### config.mk
export PLATFORM = sky130hd
export DESIGN_NAME = udma_hyper_reg_if_multi
export DESIGN_NICKNAME = d
export VERILOG_FILES = /design/src/rtl/udma_hyper_reg_pkg.sv /design/src/rtl/udma_hyper_id_alloc.sv /design/src/rtl/udma_hyper_reg_if_multi.sv
export SDC_FILE = /design/constraint.sdc
export NUM_CORES = 1
export LEC_CHECK = 0
export CAP_MARGIN = 10
export CORE_MARGIN = 3
export CORE_UTILIZATION = 30
export DETAILED_ROUTE_END_ITERATION = 16
export PLACE_DENSITY_LB_ADDON = 0.3
export SYNTH_ARGS = -nofsm -noshare
export SYNTH_HDL_FRONTEND = slang
export SYNTH_SLANG_ARGS = --single-unit
### constraint.sdc
create_clock -name clk_i -period 2.69 [get_ports clk_i]
set_input_delay 0.6725 -clock clk_i [delete_from_list [all_inputs] [get_ports clk_i]]
set_output_delay 0.6725 -clock clk_i [all_outputs]
set_load 0.01 [all_outputs]
### src/rtl/udma_hyper_reg_pkg.sv
// Shared address map, timing-bank type and reset constant for the HyperBus uDMA config register file.
package udma_hyper_reg_pkg;

  // Storage width for the RWDS delay code; the top masks it down to DELAY_BIT_WIDTH.
  localparam int DLY_MAX_W = 8;
  localparam int DEST_SIZE = 5;

  localparam logic [4:0] ADDR_PAGE_BOUND = 5'h00;
  localparam logic [4:0] ADDR_T_LAT      = 5'h01;
  localparam logic [4:0] ADDR_EN_LAT_ADD = 5'h02;
  localparam logic [4:0] ADDR_T_CS_MAX   = 5'h03;
  localparam logic [4:0] ADDR_T_RWR      = 5'h04;
  localparam logic [4:0] ADDR_RWDS_DLY   = 5'h05;
  localparam logic [4:0] ADDR_T_VLAT     = 5'h06;
  localparam logic [4:0] ADDR_MEM_SEL    = 5'h07;
  localparam logic [4:0] ADDR_DEV_SEL    = 5'h08;
  localparam logic [4:0] ADDR_ALLOC      = 5'h09;
  localparam logic [4:0] ADDR_DEST       = 5'h0A;
  localparam logic [4:0] ADDR_RELEASE    = 5'h0B;
  localparam logic [4:0] ADDR_PENDING    = 5'h0C;
  localparam logic [4:0] ADDR_LOCK       = 5'h0D;

  typedef struct packed {
    logic [2:0]           page_bound;
    logic [4:0]           t_lat;
    logic                 en_lat_add;
    logic [31:0]          t_cs_max;
    logic [31:0]          t_rwr;
    logic [DLY_MAX_W-1:0] rwds_dly;
    logic [3:0]           t_vlat;
    logic [1:0]           mem_sel;
  } cfg_bank_t;

  localparam cfg_bank_t CFG_BANK_RST = '{
    page_bound: 3'd0,
    t_lat:      5'd6,
    en_lat_add: 1'b1,
    t_cs_max:   32'd665,
    t_rwr:      32'd6,
    rwds_dly:   8'd2,
    t_vlat:     4'd3,
    mem_sel:    2'd0
  };

  function automatic cfg_bank_t bank_write(input cfg_bank_t bank, input logic [4:0] addr,
                                           input logic [31:0] data,
                                           input logic [DLY_MAX_W-1:0] dly_mask);
    cfg_bank_t b;
    b = bank;
    case (addr)
      ADDR_PAGE_BOUND: b.page_bound = data[2:0];
      ADDR_T_LAT:      b.t_lat      = data[4:0];
      ADDR_EN_LAT_ADD: b.en_lat_add = data[0];
      ADDR_T_CS_MAX:   b.t_cs_max   = data;
      ADDR_T_RWR:      b.t_rwr      = data;
      ADDR_RWDS_DLY:   b.rwds_dly   = data[DLY_MAX_W-1:0] & dly_mask;
      ADDR_T_VLAT:     b.t_vlat     = data[3:0];
      ADDR_MEM_SEL:    b.mem_sel    = data[1:0];
      default:         b = bank;
    endcase
    return b;
  endfunction

  function automatic logic [31:0] bank_read(input cfg_bank_t bank, input logic [4:0] addr);
    logic [31:0] d;
    d = '0;
    case (addr)
      ADDR_PAGE_BOUND: d = 32'(bank.page_bound);
      ADDR_T_LAT:      d = 32'(bank.t_lat);
      ADDR_EN_LAT_ADD: d = 32'(bank.en_lat_add);
      ADDR_T_CS_MAX:   d = bank.t_cs_max;
      ADDR_T_RWR:      d = bank.t_rwr;
      ADDR_RWDS_DLY:   d = 32'(bank.rwds_dly);
      ADDR_T_VLAT:     d = 32'(bank.t_vlat);
      ADDR_MEM_SEL:    d = 32'(bank.mem_sel);
      default:         d = '0;
    endcase
    return d;
  endfunction

endpackage

### src/rtl/udma_hyper_id_alloc.sv
// Reserving transaction-ID allocator: lowest free channel is handed out once and held until
// the controller raises its busy flag or software releases it.
module udma_hyper_id_alloc #(
  parameter int NB_CH = 4,
  parameter int ID_W  = $clog2(NB_CH)
) (
  input  logic             clk_i,
  input  logic             rst_ni,
  input  logic [NB_CH-1:0] busy_vec_i,
  input  logic             alloc_req_i,
  input  logic             rel_valid_i,
  input  logic [NB_CH-1:0] rel_mask_i,
  output logic             alloc_found_o,
  output logic [ID_W-1:0]  alloc_id_o,
  output logic [NB_CH-1:0] rsv_o
);

  logic [NB_CH-1:0] busy_q;
  logic [NB_CH-1:0] rsv_q;
  logic [NB_CH-1:0] rsv_d;
  logic [NB_CH-1:0] free;

  assign free  = ~busy_vec_i & ~rsv_q;
  assign rsv_o = rsv_q;

  // Downward scan so the lowest free index is the one left standing.
  always_comb begin
    alloc_found_o = 1'b0;
    alloc_id_o    = '0;
    for (int i = NB_CH - 1; i >= 0; i--) begin
      if (free[i]) begin
        alloc_found_o = 1'b1;
        alloc_id_o    = ID_W'(i);
      end
    end
  end

  // Reserving last means a same-cycle release of the handed-out ID loses.
  always_comb begin
    rsv_d = rsv_q & ~(busy_vec_i & ~busy_q);
    if (rel_valid_i) rsv_d = rsv_d & ~rel_mask_i;
    if (alloc_req_i && alloc_found_o) rsv_d[alloc_id_o] = 1'b1;
  end

  always_ff @(posedge clk_i or negedge rst_ni) begin
    if (!rst_ni) begin
      busy_q <= '0;
      rsv_q  <= '0;
    end else begin
      busy_q <= busy_vec_i;
      rsv_q  <= rsv_d;
    end
  end

endmodule

### src/rtl/udma_hyper_reg_if_multi.sv
// HyperBus uDMA config register file with per-device shadow/active timing banks and an ID allocator.
// Optional sticky write lock is built when HYPER_REG_LOCK_EN is defined.
module udma_hyper_reg_if_multi
  import udma_hyper_reg_pkg::*;
#(
  parameter int NB_CH           = 4,
  parameter int NB_DEV          = 2,
  parameter int DELAY_BIT_WIDTH = 3
) (
  input  logic                         clk_i,
  input  logic                         rst_ni,
  input  logic [31:0]                  cfg_data_i,
  input  logic [4:0]                   cfg_addr_i,
  input  logic                         cfg_valid_i,
  input  logic                         cfg_reg_rwn_i,
  output logic [31:0]                  cfg_data_o,
  output logic                         cfg_ready_o,
  input  logic [NB_CH-1:0]             busy_vec_i,
  input  logic [NB_DEV-1:0]            dev_busy_i,
  output cfg_bank_t [NB_DEV-1:0]       cfg_bank_o,
  output logic [DEST_SIZE-1:0]         cfg_rx_dest_o,
  output logic [DEST_SIZE-1:0]         cfg_tx_dest_o,
  output logic [NB_CH-1:0]             alloc_rsv_o
);

  localparam int DEV_W = (NB_DEV > 1) ? $clog2(NB_DEV) : 1;
  localparam int ID_W  = $clog2(NB_CH);
  localparam logic [DLY_MAX_W-1:0] DLY_MASK = DLY_MAX_W'((64'd1 << DELAY_BIT_WIDTH) - 64'd1);

  cfg_bank_t [NB_DEV-1:0] shadow_q;
  cfg_bank_t [NB_DEV-1:0] active_q;
  logic [NB_DEV-1:0]      pending_q;
  logic [NB_DEV-1:0]      shadow_wr;
  logic [NB_DEV-1:0]      commit;
  logic [DEV_W-1:0]       dev_sel_q;
  logic [DEST_SIZE-1:0]   rx_dest_q;
  logic [DEST_SIZE-1:0]   tx_dest_q;
  logic                   wr;
  logic                   bank_wr;
  logic                   locked;
  logic                   alloc_found;
  logic [ID_W-1:0]        alloc_id;

  assign wr          = cfg_valid_i & ~cfg_reg_rwn_i;
  assign bank_wr     = wr & ~locked & (cfg_addr_i <= ADDR_MEM_SEL);
  assign commit      = pending_q & ~dev_busy_i;
  assign cfg_ready_o = 1'b1;
  assign cfg_bank_o  = active_q;
  assign cfg_rx_dest_o = rx_dest_q;
  assign cfg_tx_dest_o = tx_dest_q;

`ifdef HYPER_REG_LOCK_EN
  logic lock_q;

  always_ff @(posedge clk_i or negedge rst_ni) begin
    if (!rst_ni) lock_q <= 1'b0;
    else if (wr && cfg_addr_i == ADDR_LOCK && cfg_data_i[0]) lock_q <= 1'b1;
  end

  assign locked = lock_q;
`else
  assign locked = 1'b0;
`endif

  always_comb begin
    for (int d = 0; d < NB_DEV; d++) shadow_wr[d] = bank_wr && (dev_sel_q == DEV_W'(d));
  end

  // Commit copies the pre-write shadow, so a coincident write keeps its pending flag for the next idle cycle.
  always_ff @(posedge clk_i or negedge rst_ni) begin
    if (!rst_ni) begin
      shadow_q  <= {NB_DEV{CFG_BANK_RST}};
      active_q  <= {NB_DEV{CFG_BANK_RST}};
      pending_q <= '0;
    end else begin
      for (int d = 0; d < NB_DEV; d++) begin
        if (commit[d]) active_q[d] <= shadow_q[d];
        if (shadow_wr[d]) shadow_q[d] <= bank_write(shadow_q[d], cfg_addr_i, cfg_data_i, DLY_MASK);
      end
      pending_q <= shadow_wr | (pending_q & ~commit);
    end
  end

  always_ff @(posedge clk_i or negedge rst_ni) begin
    if (!rst_ni) begin
      dev_sel_q <= '0;
      rx_dest_q <= '0;
      tx_dest_q <= '0;
    end else if (wr && !locked) begin
      if (cfg_addr_i == ADDR_DEV_SEL && cfg_data_i < 32'(NB_DEV)) dev_sel_q <= cfg_data_i[DEV_W-1:0];
      if (cfg_addr_i == ADDR_DEST) begin
        rx_dest_q <= cfg_data_i[DEST_SIZE-1:0];
        tx_dest_q <= cfg_data_i[8+:DEST_SIZE];
      end
    end
  end

  udma_hyper_id_alloc #(
    .NB_CH (NB_CH),
    .ID_W  (ID_W)
  ) u_id_alloc (
    .clk_i         (clk_i),
    .rst_ni        (rst_ni),
    .busy_vec_i    (busy_vec_i),
    .alloc_req_i   (cfg_valid_i & cfg_reg_rwn_i & (cfg_addr_i == ADDR_ALLOC)),
    .rel_valid_i   (wr & (cfg_addr_i == ADDR_RELEASE)),
    .rel_mask_i    (cfg_data_i[NB_CH-1:0]),
    .alloc_found_o (alloc_found),
    .alloc_id_o    (alloc_id),
    .rsv_o         (alloc_rsv_o)
  );

  always_comb begin
    cfg_data_o = '0;
    if (cfg_addr_i <= ADDR_MEM_SEL) begin
      cfg_data_o = bank_read(shadow_q[dev_sel_q], cfg_addr_i);
    end else begin
      case (cfg_addr_i)
        ADDR_DEV_SEL: cfg_data_o = 32'(dev_sel_q);
        ADDR_ALLOC:   cfg_data_o = alloc_found ? 32'(alloc_id) : 32'h8000_0000;
        ADDR_DEST: begin
          cfg_data_o[DEST_SIZE-1:0] = rx_dest_q;
          cfg_data_o[8+:DEST_SIZE]  = tx_dest_q;
        end
        ADDR_PENDING: cfg_data_o = 32'(pending_q);
        ADDR_LOCK:    cfg_data_o = 32'(locked);
        default:      cfg_data_o = '0;
      endcase
    end
  end

endmodule

# Word-level counts from Yosys, hierarchy flattened
# Index checks and enable logic that the tools add are counted.
# totals
latch_bits,0
out_inout_bits,221
wordCells,122
ramBits,0
regBits,349
inputBits,47
memories,0
romBits,0
# op_classes
addsub,0
div_mod_pow,0
n_mul,0
eq_ne,12
n_lt_le_gt_ge,5
shifts,0
reduce_logical,24
mux,21
n_bitwise,22
# op_table
cell,count
$pmux W32 S8,1
$mux W87,2
$mux W32,2
$reduce_and A2 Y1,18
$lt A32 B2 Y1 const B,1
$eq A5 B4 Y1 const B,5
$eq A5 B3 Y1 const B,4
$not A4 Y4,5
$pmux W5 S4,1
$mux W19,1
$and A4 B4 Y4,4
$eq A5 B2 Y1 const B,2
$pmux W5 S2,1
$mux W2,4
$mux W4,2
$and A1 B1 Y1,5
$eq A5 B1 Y1 const B,1
$le A5 B3 Y1 const B,1
$logic_and A1 B1 Y1,5
$logic_not A5 Y1,1
$mux W1,5
$and A2 B2 Y2,2
$not A2 Y2,2
$or A4 B4 Y4,1
other kinds (7),8

# Depth between registers and ports, before layout
# Gate-level depths: netlist of the first run.
# depth
depth_word,12
ltp_mapped,8
ltp_nobuf,5

# Hierarchy
# From an unflattened synthesis of the first run, not the netlist that was laid out.
# hier_totals
hier_cells,1006
area_unflattened_um2,14903.0
# by_module_without_submodules
module,area_per_inst_um2,n_inst,seq_area_each_um2,cells_per_inst
udma_hyper_reg_if_multi,14565.2,1,8598.2,973
udma_hyper_id_alloc,337.8,1,200.2,33

# Least setup slack after synthesis of the first run
# No wires, ideal clock.
# synth_timing
kind,input -> output
from,input port cfg_addr_i[2]
to,output port cfg_data_o[2]
path_buffers,1
required_time_ns,2.017
cell_stages,6
arrival_time_ns,1.746
path_slack_ns,0.271
path_cell_list,buf_2 > nor3_1 > nand2_1 > o21ai_0 > nor4_1 > nor2_1
# synth_via
elab_chain_len,3
elab_cells_between_ends,16
cone_classes,order compare: 1; eq/ne: 11; mux: 3; reduce/logical: 1
# synth_rtl
item,line_no,source
start: declaration,udma_hyper_reg_if_multi.sv:13,"input logic [4:0] cfg_addr_i,"
$eq A5 B3 Y1 (tied with other cells),udma_hyper_reg_pkg.sv:67,case (addr)
$pmux W32 S8 or $pmux W5 S4 (tied branches),"udma_hyper_reg_pkg.sv:67, udma_hyper_reg_if_multi.sv:118",
$mux W32 (*),udma_hyper_reg_if_multi.sv:115,if (cfg_addr_i <= ADDR_MEM_SEL) begin
end: declaration,udma_hyper_reg_if_multi.sv:16,"output logic [31:0] cfg_data_o,"
# Mark *: on every way between the ends. The rest lies on a longest branch, timed or not.

# Worst setup path after layout of the first run
# layout_timing
from,register dev_sel_q
to,output port cfg_data_o[0]
# layout_via
elab_chain_len,4
elab_cells_between_ends,5
cone_classes,mux: 5
# layout_rtl
item,line_no,source
start: declaration,udma_hyper_reg_if_multi.sv:35,logic [DEV_W-1:0] dev_sel_q;
start signal: assignment,udma_hyper_reg_if_multi.sv:90,if (cfg_addr_i == ADDR_DEV_SEL && cfg_data_i < 32'(NB_DEV)) dev_sel_q <= cfg_data_i[DEV_W-1:0];
$mux W87 (not written as such) (2 in series),udma_hyper_reg_if_multi.sv:116,"cfg_data_o = bank_read(shadow_q[dev_sel_q], cfg_addr_i);"
$pmux W32 S8,udma_hyper_reg_pkg.sv:67,
$mux W32 (*),udma_hyper_reg_if_multi.sv:115,
# Mark *: on every way between the ends. The rest lies on a longest branch, timed or not. The select of a mux whose other input is x is not followed.

==> reports/metrics.yaml, run 1 <==
synth:
  syn_avg_cell_area_um2: 14.5
  synth_edf_count: 0
  yosys_register_bits: 349
  syn-cell-area_mm2: 0.0147
  yosysWarnings: 0
  synth.distinct_cells: 45
  async_flop_share_pct: 100
  synth_top_area_share_pct: 50.5
  synth_area_leaders: "dfrtp_1 51%, mux2_2 22%, dfstp_2 9.3%"
  yosysTopAreaCell: "dfrtp_1"
  synth-main-ff-cell: "dfrtp_1"
  synth_cells: 1017
  seq_area_frac_synth_pct: 59.8
sta:
  worst_slew_pin_slew_ns: 0.717
  skew_ns: 0.00870
  setup_violations: 24
  setup_ws_ns: -0.287
  final.min_clock_period_ns: 2.98
  finalMaxSlewViolations: 0
  rsz0062_at_grt: "yes"
  timing_hold_violations_final: 0
  slew_headroom_pct: 51.7
  period_share_pct: 111
  fmax_ghz: 0.336
drt:
  drtIter0Drc: 551
  via_count: 9896
  drcViolationCount: 0
  ant_nets: 0
  drt-pass1-iter-count: 5
  wl_per_cell_um: 22.4
  viasPerCell: 4.86
  routed_wl_mm: 45.6
pwr:
  powerDensity_mw_per_mm2: 625
  power.total_mw: 13.0
  ir_drop_mv: 0.481
  p_leak_nw: 9.48
critical_path:
  worst_ep_required_time_ns: 2.02
  max_stage_delay_ns: 0.43
  path_cells: "buf_6 > mux2_2 > a22o_1 > a221oi_2 > o211ai_1 > buf_2"
  worstPathMaxFanout: 5
  cp-start-kind: "flop"
  crit_type: "reg2out"
  cp_slowest_cell: "dfrtp_4"
  endpoint_kind: "output pin"
  worstPathArrival_ns: 2.30
place:
  placedCellCount: 1945
  io_buffers: 256
  dpl.hpwl_mm: 31.8
  place.gp.congestion: 0.903
die:
  start_util_pct: 30.6
  core_area_mm2: 0.0480
  rows: 80
  ioPinCount: 268
  die_x_um: 227
  die_height_um: 227
  dieArea_mm2: 0.0517
run_status:
  status: "finished, violations left"
  violations: "negative setup slack"
final_layout:
  drive_gt1_share_pct: 45.2
  area_delta_synth_final_pct: 41.1
  nets: 1435
  final_cell_count_no_fill: 2037
  antennaDiodeCount: 0
  fillers: 4431
clock_tree:
  clockRootBuffer: "clkbuf_16"
  clk_pin_slew_worst_paths_ns: 0.06
  worst_skew_pair.late_latency_ns: 0.55
  tritoncts: "yes"
  htreeDepth: 2
  clk_path_buf_depth: 3
  cts_made_buffers: 42
  clock-sinks: 349
run:
  drv_cap: 0
min_path:
  hp-class: "in2async"
global_route:
  overflow: 0
  grt_usage_pct: 17.5
  grt_pass1_vias: 10400
  antenna_found_initial: 0
  grt_max_degree: 70
  grt_pass1_wl_mm: 67.6
-- metal layers --
metal	wire [µm]	vias to the layer above	track usage (%)
met5	0	-	0
met3	3020	63	4.95
met1	20300	5135	23.6
met2	21300	283	27.5
met4	942	0	5.18
li1	-	4415	-
-- per-stage QoR --
step                      cell area (µm²)  util [%]  TNS (ns)  setup slack [ns]  hold WS [ns]
final                               20800      43.2     -2.08            -0.287         0.108
after floorplan                     14700         -         0             0.271         0.377
after global placement              18800      39.2    -66.07            -0.901         0.477
after global routing                20800      43.2     -4.10            -0.335         0.136
after detailed placement            18800      39.2    -63.49            -0.927         0.482
after CTS                           20600      42.8     -4.97            -0.398         0.113
-- sequential cells by signal, summed over array words and instances, names as in the netlist --
| register | cells |
|---|---|
| u_id_alloc.rsv_o | 4 |
| u_id_alloc.busy_q | 4 |
| cfg_rx_dest_o | 5 |
| pending_q | 2 |
| cfg_bank_o | 164 |
| shadow_q | 164 |
| dev_sel_q | 1 |
| cfg_tx_dest_o | 5 |
-- logic make-up (layout without fill, tap and decap cells) --
family                 after synthesis  count (layout)  synth area share (%)
muxes                              391             391                  29.8
AOI/OAI and AO/OA                   96              96                  4.01
other                                2              11                0.0510
and+or+nand+nor                    106             106                  3.67
buffers and inverters               73             469                  2.67
DFF                                349             349                  59.8
-- cells in the mapped netlist, types with 3 or more instances --
cell type,n
buf_4,16
nor3_1,4
buf_2,17
o21ai_0,37
clkbuf_1,24
nand2b_1,6
o221ai_1,5
mux2_4,22
inv_1,10
nand4_1,6
o22ai_1,36
nor2_1,19
nand3_1,11
o31ai_1,3
mux2i_1,81
a21o_1,6
dfrtp_1,297
nand2_1,38
mux2_2,286
nor4_1,8
dfstp_2,52
-- path summary, 6_finish.rpt --
path	slack (ns)	start	end	cells after the start
max in group asynchronous	1.79	rst_ni	cfg_bank_o[49]$_DFFE_PN1P_	2
min in group clk_i	0.50	shadow_q[103]$_DFFE_PN1P_	shadow_q[103]$_DFFE_PN1P_	2
setup reg to reg	0.47	dev_sel_q$_DFFE_PN0P_	shadow_q[34]$_DFFE_PN0P_	6
hold reg to reg	0.50	shadow_q[103]$_DFFE_PN1P_	shadow_q[103]$_DFFE_PN1P_	2
hold / removal	0.11	rst_ni	u_id_alloc.rsv_o[1]$_DFF_PN0_	1
setup / recovery	-0.29	dev_sel_q$_DFFE_PN0P_	cfg_data_o[0]	6
-- cell type report --
| type | instances | area, µm² | share of cell area (%) |
|---|---|---|---|
| sequential | 349 | 8800 | 42.4 |
| inverter | 10 | 37.5 | 0.181 |
| timing repair buffer | 381 | 3740 | 18.0 |
| clock inverter | 12 | 191 | 0.922 |
| multi-input combinational | 604 | 5920 | 28.5 |
| clock buffer | 66 | 1280 | 6.19 |
| tap | 615 | 769 | 3.71 |
-- repair_timing --
action | 4_1_cts | 5_1_grt
setup buffers | 11 | 3
endpoints found under the hold margin | 0 | 0
endpoints found under the setup margin | 32 | 29
hold buffers | 0 | 0
resized for setup | 134 | 76
pin swaps | 9 | 12
-- worst max-delay path, delay by kind of cell, from the launching register on --
kind	cells	cell delay, ns
buffers and inverters	2	0.33
muxes	1	0.35
DFF	1	0.43
AOI/OAI and AO/OA	3	0.64
-- power by group --
part	switching [mW]	internal, mW
combinational	0.561	0.669
clock	2.24	3.76
sequential	0.201	5.54
-- placed cells by master (no fill, tap or decap), types with 4 or more instances in the layout --
cell type and count:
bufinv_16 5, clkdlybuf4s50_1 218, inv_1 10, clkinv_2 5
clkbuf_1 13, buf_6 5, o21ai_0 36, buf_4 92
dfrtp_1 296, a21o_1 6, mux2i_2 15, nor2_1 16
nand3_1 10, nand2_1 37, mux2i_4 11, conb_1 11
o22ai_1 26, dlygate4sd2_1 5, mux2_4 22, buf_2 24
buf_12 26, mux2_2 286, nand4_1 6, nor4_1 7
clkbuf_8 8, dfstp_2 52, o22ai_2 10, mux2i_1 55
o221ai_1 4, clkbuf_16 45
Power figures use the tool's default switching activity.
==> inputs of run 2 (changes only) <==
--- a/config.mk
+++ b/config.mk
@@ -10,6 +10,7 @@
 export CORE_UTILIZATION = 30
 export DETAILED_ROUTE_END_ITERATION = 16
 export PLACE_DENSITY_LB_ADDON = 0.3
+export SKIP_CTS_REPAIR_TIMING = 1
 export SYNTH_ARGS = -nofsm -noshare
 export SYNTH_HDL_FRONTEND = slang
 export SYNTH_SLANG_ARGS = --single-unit
==> reports/metrics.yaml, run 2 (synthesis results as in run 1) <==
critical_path:
  crit_start: "dev_sel_q$_DFFE_PN0P_"
  rr_startpoint: "dev_sel_q$_DFFE_PN0P_"
  max_stage_delay_ns: 0.56
  cp.depth: 6
  crit_type: "reg2out"
  worstReg2RegEnd: "shadow_q[120]$_DFFE_PN0P_"
  endpoint_kind: "output pin"
  cpLargestDelayFamily: "compound AO/OA/AOI/OAI gates"
  timing.critical_path.buf_inv: 2
  cp-start-kind: "flop"
  worstPathMaxFanout: 8
  endpoint: "cfg_data_o[0]"
  path_cells: "buf_8 > mux2i_4 > o21ai_2 > a2111oi_2 > o211ai_1 > buf_2"
  r2r_slack_ns: 0.43
  r2r.worst_path.cells: 6
  worst_ep_required_time_ns: 2.02
  worstPathArrival_ns: 2.31
  cp_slowest_cell: "dfrtp_4"
die:
  ioPinCount: 268
  start_util_pct: 30.6
  core_area_mm2: 0.0480
  die_height_um: 227
  die_x_um: 227
  dieArea_mm2: 0.0517
  rows: 80
clock_tree:
  clock-sinks: 349
  worst_skew_pair.late_latency_ns: 0.55
  clk_pin_slew_worst_paths_ns: 0.06
  tritoncts: "yes"
  clk_path_buf_depth: 3
  cts_made_buffers: 42
  htreeDepth: 2
  clockRootBuffer: "clkbuf_16"
final_layout:
  area_delta_synth_final_pct: 41.7
  nets: 1440
  final_cell_area_mm2: 0.0209
  drive_gt1_share_pct: 44.7
  antennaDiodeCount: 0
  final_cell_count_no_fill: 2042
  fillers: 4426
  layout_commonest_cell: "dfrtp_1"
  multi_input_area_mm2: 0.00591
  layout_common_cells: "296 x dfrtp_1, 286 x mux2_2, 218 x clkdlybuf4s50_1"
  seq_area_mm2: 0.00880
drt:
  drt-pass1-iter-count: 4
  routed_wl_mm: 45.8
  via_count: 9938
  ant_nets: 0
  wl_per_cell_um: 22.4
  viasPerCell: 4.87
  drtIter0Drc: 548
  drcViolationCount: 0
sta:
  period_share_pct: 111
  slew_headroom_pct: 55.7
  timing_hold_violations_final: 0
  skew_ns: 0.00866
  rsz0062_at_grt: "yes"
  setup_ws_ns: -0.288
  finalMaxSlewViolations: 0
  worst_slew_pin_slew_ns: 0.665
  fmax_ghz: 0.336
  setup_violations: 24
  final.min_clock_period_ns: 2.98
run_status:
  status: "finished, violations left"
  violations: "negative setup slack"
pwr:
  ir_drop_mv: 0.481
  p_leak_nw: 9.66
  powerDensity_mw_per_mm2: 621
global_route:
  grt_pass1_wl_mm: 67.0
  grt_max_degree: 70
  grt_usage_pct: 17.3
  grt_pass1_vias: 10300
  antenna_found_initial: 0
  overflow: 0
place:
  place.gp.congestion: 0.903
  dpl.hpwl_mm: 31.8
  placedCellCount: 1945
  placed_cell_area_mm2: 0.0188
  io_buffers: 256
min_path:
  hp-class: "in2async"
run:
  drv_cap: 0
-- run 2: per-stage QoR --
stage / hold WS [ns] / setup WS (ns) / power (mW) / util (%) / setup TNS, ns
final: 0.0964 / -0.288 / 13.0 / 43.4 / -2.67
after global routing: 0.136 / -0.368 / 13.4 / 43.4 / -4.43
after CTS: 0.113 / -0.962 / 13.1 / 42.3 / -26.19
after detailed placement: 0.482 / -0.927 / 7.03 / 39.2 / -63.49
after global placement: 0.477 / -0.901 / 7.01 / 39.2 / -66.07
after floorplan: 0.377 / 0.271 / 6.20 / - / 0
-- run 2: worst min-delay path by stage --
stage	from	to	slack, ns	cells past startpoint
2_1_floorplan	rst_ni	cfg_bank_o[0]$_DFFE_PN0P_	0.38	0
3_3_place_gp	shadow_q[133]$_DFFE_PN1P_	shadow_q[133]$_DFFE_PN1P_	0.48	2
5_1_grt	rst_ni	u_id_alloc.busy_q[0]$_DFF_PN0_	0.14	1
3_5_place_dp	shadow_q[133]$_DFFE_PN1P_	shadow_q[133]$_DFFE_PN1P_	0.48	2
4_1_cts	rst_ni	u_id_alloc.busy_q[1]$_DFF_PN0_	0.11	1
6_report	rst_ni	u_id_alloc.busy_q[1]$_DFF_PN0_	0.1	1
-- run 2: routing by layer --
layer	GRT usage [%]	share of wire, %	up-vias
met4	4.74	2.1	0
met5	0	0	-
li1	-	-	4434
met2	27.4	47	282
met1	23.6	45	5164
met3	4.72	6.4	58
-- run 2: final cells by class --
cell class / count / area share [%]
repair buffers: 386 / 18.5
well taps: 615 / 3.69
clock buffers: 66 / 6.16
flip-flops and latches: 349 / 42.2
clock inverters: 12 / 0.918
multi-input cells: 604 / 28.3
inverters: 10 / 0.180
-- run 2: report_power, final --
group	switching, mW	total, mW	internal (mW)
clock	2.23	5.99	3.76
combinational	0.556	1.22	0.668
sequential	0.199	5.74	5.54
total	2.98	13.0	9.97
